--- config.mk ---
export PLATFORM = sky130hd
export DESIGN_NAME = ram_access_sequencer
export DESIGN_NICKNAME = d
export VERILOG_FILES = /design/src/rtl/ram_access_sequencer_pkg.sv /design/src/rtl/ram_access_sequencer_rr_arb2.sv /design/src/rtl/ram_access_sequencer.sv
export SDC_FILE = /design/constraint.sdc
export NUM_CORES = 1
export LEC_CHECK = 0
export ABC_AREA = 1
export CAP_MARGIN = 40
export CELL_PAD_IN_SITES_DETAIL_PLACEMENT = 1
export CELL_PAD_IN_SITES_GLOBAL_PLACEMENT = 1
export CORE_MARGIN = 2
export CORE_UTILIZATION = 31
export CTS_BUF_LIST = sky130_fd_sc_hd__clkbuf_8 sky130_fd_sc_hd__clkbuf_16
export DETAILED_ROUTE_END_ITERATION = 10
export GPL_ROUTABILITY_DRIVEN = 0
export PLACE_DENSITY_LB_ADDON = 0.1
export SLEW_MARGIN = 10
export SYNTH_ARGS = -nofsm -noshare
export SYNTH_HDL_FRONTEND = slang
export SYNTH_SLANG_ARGS = --single-unit
--- constraint.sdc ---
create_clock -name clk -period 1.55 [get_ports clk]
set_clock_uncertainty 0.1 [all_clocks]
set_input_delay 0.31 -clock clk [delete_from_list [all_inputs] [get_ports clk]]
set_output_delay 0.31 -clock clk [all_outputs]
set_load 0.005 [all_outputs]
--- src/rtl/ram_access_sequencer_pkg.sv ---
// RAM_shared_pkg: shared definitions for the SPI RAM access sequencer.
//   CMD_*        : 2-bit command codes placed in ram_din[ADDR_SIZE+1:ADDR_SIZE]
//   seq_state_e  : sequencer FSM state encoding
package RAM_shared_pkg;

    localparam logic [1:0] CMD_WR_ADDR = 2'b00;
    localparam logic [1:0] CMD_WR_DATA = 2'b01;
    localparam logic [1:0] CMD_RD_ADDR = 2'b10;
    localparam logic [1:0] CMD_RD_DATA = 2'b11;

    typedef enum logic [2:0] {
        IDLE,
        WADDR,
        WDATA,
        RADDR,
        RDATA,
        RWAIT,
        RESP
    } seq_state_e;

endpackage

--- src/rtl/ram_access_sequencer_rr_arb2.sv ---
// rr_arb2: two-input round-robin arbiter.
//   clk, rst        : clock, async active-high reset
//   valid0, valid1  : request lines
//   accept          : a grant was taken this cycle; advance the pointer
//   grant0, grant1  : combinational one-hot (or zero) grant
// last_grant resets to 1 so requester 0 wins the first contended cycle.
module rr_arb2 (
    input  logic clk,
    input  logic rst,
    input  logic valid0,
    input  logic valid1,
    input  logic accept,
    output logic grant0,
    output logic grant1
);

    logic last_grant;

    // A lone requester always wins; on contention the one not served last wins.
    always_comb begin
        grant0 = valid0 && (!valid1 || last_grant);
        grant1 = valid1 && (!valid0 || !last_grant);
    end

    always_ff @(posedge clk or posedge rst) begin
        if (rst)
            last_grant <= 1'b1;
        else if (accept)
            last_grant <= grant1;
    end

endmodule

--- src/rtl/ram_access_sequencer.sv ---
// ram_access_sequencer: shares a single-port SPI RAM between two word-level
// requesters, turning each accepted request into the RAM's command stream
// and returning exactly one response per request.
//   clk, rst                          : clock, async active-high reset
//   reqN_valid/wr/addr/wdata/ready    : requester N handshake (N = 0, 1)
//   ram_din, ram_rx_valid             : registered command word to the RAM
//   ram_dout, ram_tx_valid            : read data returned by the RAM
//   resp_valid/id/rdata/err           : one-cycle completion pulse
module ram_access_sequencer
    import RAM_shared_pkg::*;
#(
    parameter int ADDR_SIZE  = 8,
    parameter int RD_TIMEOUT = 15
) (
    input  logic                 clk,
    input  logic                 rst,
    input  logic                 req0_valid,
    input  logic                 req0_wr,
    input  logic [ADDR_SIZE-1:0] req0_addr,
    input  logic [ADDR_SIZE-1:0] req0_wdata,
    output logic                 req0_ready,
    input  logic                 req1_valid,
    input  logic                 req1_wr,
    input  logic [ADDR_SIZE-1:0] req1_addr,
    input  logic [ADDR_SIZE-1:0] req1_wdata,
    output logic                 req1_ready,
    output logic [ADDR_SIZE+1:0] ram_din,
    output logic                 ram_rx_valid,
    input  logic [ADDR_SIZE-1:0] ram_dout,
    input  logic                 ram_tx_valid,
    output logic                 resp_valid,
    output logic                 resp_id,
    output logic [ADDR_SIZE-1:0] resp_rdata,
    output logic                 resp_err
);

    localparam int              CW       = $clog2(RD_TIMEOUT + 1);
    localparam logic [CW-1:0]   CNT_LAST = CW'(RD_TIMEOUT - 1);

    seq_state_e state, state_next;

    logic                 grant0, grant1, accept;
    logic                 sel_id, sel_wr;
    logic [ADDR_SIZE-1:0] sel_addr, sel_wdata;

    logic                 id_q;
    logic [ADDR_SIZE-1:0] wdata_q;
    logic [CW-1:0]        cnt, cnt_next;

    logic                 rx_next;
    logic [ADDR_SIZE+1:0] din_next;
    logic                 resp_load;
    logic [ADDR_SIZE-1:0] rdata_next;
    logic                 err_next;

    rr_arb2 u_arb (
        .clk    (clk),
        .rst    (rst),
        .valid0 (req0_valid),
        .valid1 (req1_valid),
        .accept (accept),
        .grant0 (grant0),
        .grant1 (grant1)
    );

    always_comb begin
        req0_ready = (state == IDLE) && grant0;
        req1_ready = (state == IDLE) && grant1;
        accept     = req0_ready || req1_ready;
        sel_id     = grant1;
        sel_wr     = grant1 ? req1_wr    : req0_wr;
        sel_addr   = grant1 ? req1_addr  : req0_addr;
        sel_wdata  = grant1 ? req1_wdata : req0_wdata;
    end

    // Next-state logic. ram_din/ram_rx_valid are registered, so the command
    // word is produced for the state being entered, not the current one.
    // The address goes straight from the requester into ram_din on accept,
    // so only write data needs its own holding register.
    always_comb begin
        state_next = state;
        cnt_next   = cnt;
        rx_next    = 1'b0;
        din_next   = '0;
        resp_load  = 1'b0;
        rdata_next = '0;
        err_next   = 1'b0;
        case (state)
            IDLE: begin
                if (accept) begin
                    rx_next = 1'b1;
                    if (sel_wr) begin
                        state_next = WADDR;
                        din_next   = {CMD_WR_ADDR, sel_addr};
                    end else begin
                        state_next = RADDR;
                        din_next   = {CMD_RD_ADDR, sel_addr};
                    end
                end
            end
            WADDR: begin
                state_next = WDATA;
                rx_next    = 1'b1;
                din_next   = {CMD_WR_DATA, wdata_q};
            end
            WDATA: begin
                state_next = RESP;
                resp_load  = 1'b1;
            end
            RADDR: begin
                state_next = RDATA;
                rx_next    = 1'b1;
                din_next   = {CMD_RD_DATA, {ADDR_SIZE{1'b0}}};
            end
            RDATA: begin
                state_next = RWAIT;
                cnt_next   = '0;
            end
            RWAIT: begin
                // Data arriving on the final timeout cycle still counts.
                if (ram_tx_valid) begin
                    state_next = RESP;
                    resp_load  = 1'b1;
                    rdata_next = ram_dout;
                end else if (cnt == CNT_LAST) begin
                    state_next = RESP;
                    resp_load  = 1'b1;
                    rdata_next = '1;
                    err_next   = 1'b1;
                end else begin
                    cnt_next = cnt + 1'b1;
                end
            end
            RESP:    state_next = IDLE;
            default: state_next = IDLE;
        endcase
    end

    always_ff @(posedge clk or posedge rst) begin
        if (rst)
            state <= IDLE;
        else
            state <= state_next;
    end

    always_ff @(posedge clk or posedge rst) begin
        if (rst) begin
            cnt          <= '0;
            id_q         <= 1'b0;
            wdata_q      <= '0;
            ram_rx_valid <= 1'b0;
            ram_din      <= '0;
            resp_valid   <= 1'b0;
            resp_id      <= 1'b0;
            resp_rdata   <= '0;
            resp_err     <= 1'b0;
        end else begin
            cnt          <= cnt_next;
            ram_rx_valid <= rx_next;
            ram_din      <= din_next;
            resp_valid   <= resp_load;
            if (accept) begin
                id_q    <= sel_id;
                wdata_q <= sel_wdata;
            end
            if (resp_load) begin
                resp_id    <= id_q;
                resp_rdata <= rdata_next;
                resp_err   <= err_next;
            end
        end
    end

endmodule

==> results of run 1 <==
==> critical path: cells and delay by family, from the launching register on <==
family / cells / cell delay, ns
simple gates: 3 / 0.31
flops: 1 / 0.39
buf+inv: 2 / 0.25
==> timing repair <==
action / 4_1_cts / 5_1_grt
setup endpoints to repair: 17 / 44
buffers inserted: 12 / 0
gates resized for setup: 33 / 24
gates cloned: 0 / 2
pin swaps: 3 / 7
==> final timing paths <==
kind	start	slack, ns	depth (start not counted)	to
max	state[0]$_DFFE_PP0P_	-0.1	5	req1_ready
max reg2reg	u_arb.last_grant$_DFFE_PP1P_	0.05	10	state[1]$_DFFE_PP0P_
max in group asynchronous	rst	0.80	3	u_arb.last_grant$_DFFE_PP1P_
min in group clk	wdata_q[4]$_DFFE_PP0P_	0.38	2	wdata_q[4]$_DFFE_PP0P_
min reg2reg	wdata_q[4]$_DFFE_PP0P_	0.38	2	wdata_q[4]$_DFFE_PP0P_
min	rst	0.28	3	resp_rdata[3]$_DFFE_PP0P_
==> routing by layer <==
| layer | share of wire | vias up |
|---|---|---|
| li1 | - | 1018 |
| met1 | 0.45 | 929 |
| met2 | 0.47 | 61 |
| met3 | 0.066 | 8 |
| met4 | 0.016 | 0 |
| met5 | 0 | - |
==> cells in the mapped netlist (all sizes together) <==
cell type  number
clkbuf          3
nor2           23
nand3          35
inv            14
buf             5
and2            1
nand4           2
a21oi           1
o21ai          13
or2             1
ha              2
dfstp           1
dfrtp          38
nand2         117
==> sequential cells by signal, summed over array words and instances (netlist names) <==
signal	count
resp_id	1
id_q	1
resp_valid	1
resp_err	1
u_arb.last_grant	1
cnt	4
resp_rdata	8
ram_rx_valid	1
state	3
ram_din	10
wdata_q	8
==> cell families (layout without fill, tap and decap cells) <==
kind of cell	after synthesis	after routing	synth area share
AOI/OAI and AO/OA	14	14	0.0359
adders and majority gates	2	2	0.0128
buffers and inverters	22	127	0.0519
DFF	39	39	0.501
and+or+nand+nor	179	180	0.399
==> power breakdown <==
group          total, mW  internal, mW  switching [mW]
clock network       1.01         0.642           0.363
registers           1.57          1.40           0.172
logic               2.29          1.11            1.18
total               4.87          3.15            1.72
==> per-stage QoR <==
stage          area (sq um)  cells  utilization  hold WS [ns]
4_1_cts                3110    436        0.520         0.281
2_1_floorplan          1950    256            -         0.342
3_5_place_dp           2880    416        0.481         0.365
3_3_place_gp           2880    416        0.481         0.358
5_1_grt                3220    437        0.538         0.307
6_report               3220    437        0.538         0.280
==> final cells by class <==
class	count	area [sq um]
Fill cell	727	2770
Timing Repair Buffer	105	1010
Sequential cell	39	977
Multi-Input combinational cell	196	945
Tap cell	75	93.8
Clock buffer	5	68.8
Clock inverter	3	67.6
Inverter	14	62.6
==> flow_summary.toml, run 1 <==
[critical_path]
cp-start-kind = "flop"
worstPathCellList = "nor2_2 -> nand2_2 -> buf_6 -> nor2_4 -> buf_2"
worstSetupPathType = "flop to output port"
worst-path-max-fanout = 2
slowest_stage = "dfrtp_1"
cp_slowest_stage_delay_ns = 0.39
cp_data_required_time_ns = 1.14
end_kind = "output port"
cp.arrival_ns = 1.24

[synthesis]
synth.area.top_cells = "dfrtp_1 (49%), nand2_1 (22%), nand3_1 (8.7%)"
ys_seq_elements = 39
yosysWarnings = 0
yosysTopAreaCell = "dfrtp_1"
netlist_area_sq_mm = 0.00195
avgSynthCellArea_sq_um = 7.62
synth_fp_nets = 305
synth_cells = 256
synth_top_area_share = 0.487
synth_seq_area_share = 0.501
synth_cell_types = 22

[sta]
slew_headroom = 0.855
fin_crit_ns = 1.65
finalHoldViolCount = 0
worstMarginPinSlew_ns = 0.217
drv_slew = 0
rsz0062_at_grt = "true"
setup_viol = 2
fin_ws_ns = -0.0954
min_period_over_period = 1.06
fmax_ghz = 0.608
final.setup.tns_ns = -0.188

[grt]
grtUsageMet2 = 0.275
gr-usage-all-layers = 0.167
grt_antenna_before_repair = 0
met1_usage = 0.210
grt_max_degree = 40
grt_remaining_overflow = 0
grt_pass1_wl_microns = 9490
grt_pass1_vias = 2055
use_met3 = 0.0527
grt_busiest_layer = "met2"

[pwr]
irDropWorstVdd_mv = 0.593
power_leakage_nw = 1.78
p_total_mw = 4.87
powerDensity_mw_per_mm2 = 1510

[die]
die_h_microns = 83.4
die-area_sq_mm = 0.00695
die_w_microns = 83.4
core_sq_mm = 0.00599
initial_core_util = 0.326
rows = 28
ios = 71

[drt]
num_vias = 2016
first_pass_iters = 4
drc = 0
viasPerCell = 4.61
wl_per_cell_microns = 13.1
wl_microns = 5700
detail-route-antenna-nets = 0
drt_iter0_markers = 46

[placement]
place_ws_ns = -0.461
hpwl_microns = 4080
port_buffers = 70

[hold_path]
hold_path.class = "primary input to asynchronous set/reset pin"

[run]
drv_cap = 0

[run_status]
violations = "setup timing"
status = "finished with violations"

[finish]
mostFrequentLayoutCells = "nand2_1 (109), clkdlybuf4s50_1 (45), dfrtp_1 (38)"
drive_gt1_frac = 0.196
syn2layout_area_growth_pct = 65.1
finalNetCount = 410
diodes = 0
final_common_cell = "nand2_1"

[cts]
clock_path_buffers = 2
clk_root_buffer_cell = "clkbuf_8"
cts_htree_levels = 2
cts_sinks = 39
insertion_delay_ns = 0.29
tritoncts = "yes"
cts_made_buffers = 5
path_clk_slew_ns = 0.08
ctsHoldBuffers = 0
Power figures use the tool's default switching activity.
==> inputs of run 2 (changes only) <==
--- a/config.mk
+++ b/config.mk
@@ -14,6 +14,7 @@
 export CTS_BUF_LIST = sky130_fd_sc_hd__clkbuf_8 sky130_fd_sc_hd__clkbuf_16
 export DETAILED_ROUTE_END_ITERATION = 10
 export GPL_ROUTABILITY_DRIVEN = 0
+export HOLD_SLACK_MARGIN = 0.02
 export PLACE_DENSITY_LB_ADDON = 0.1
 export SLEW_MARGIN = 10
 export SYNTH_ARGS = -nofsm -noshare
==> results of run 2 <==
Same layout as run 1: the final DEF is identical, and so are final timing and power.
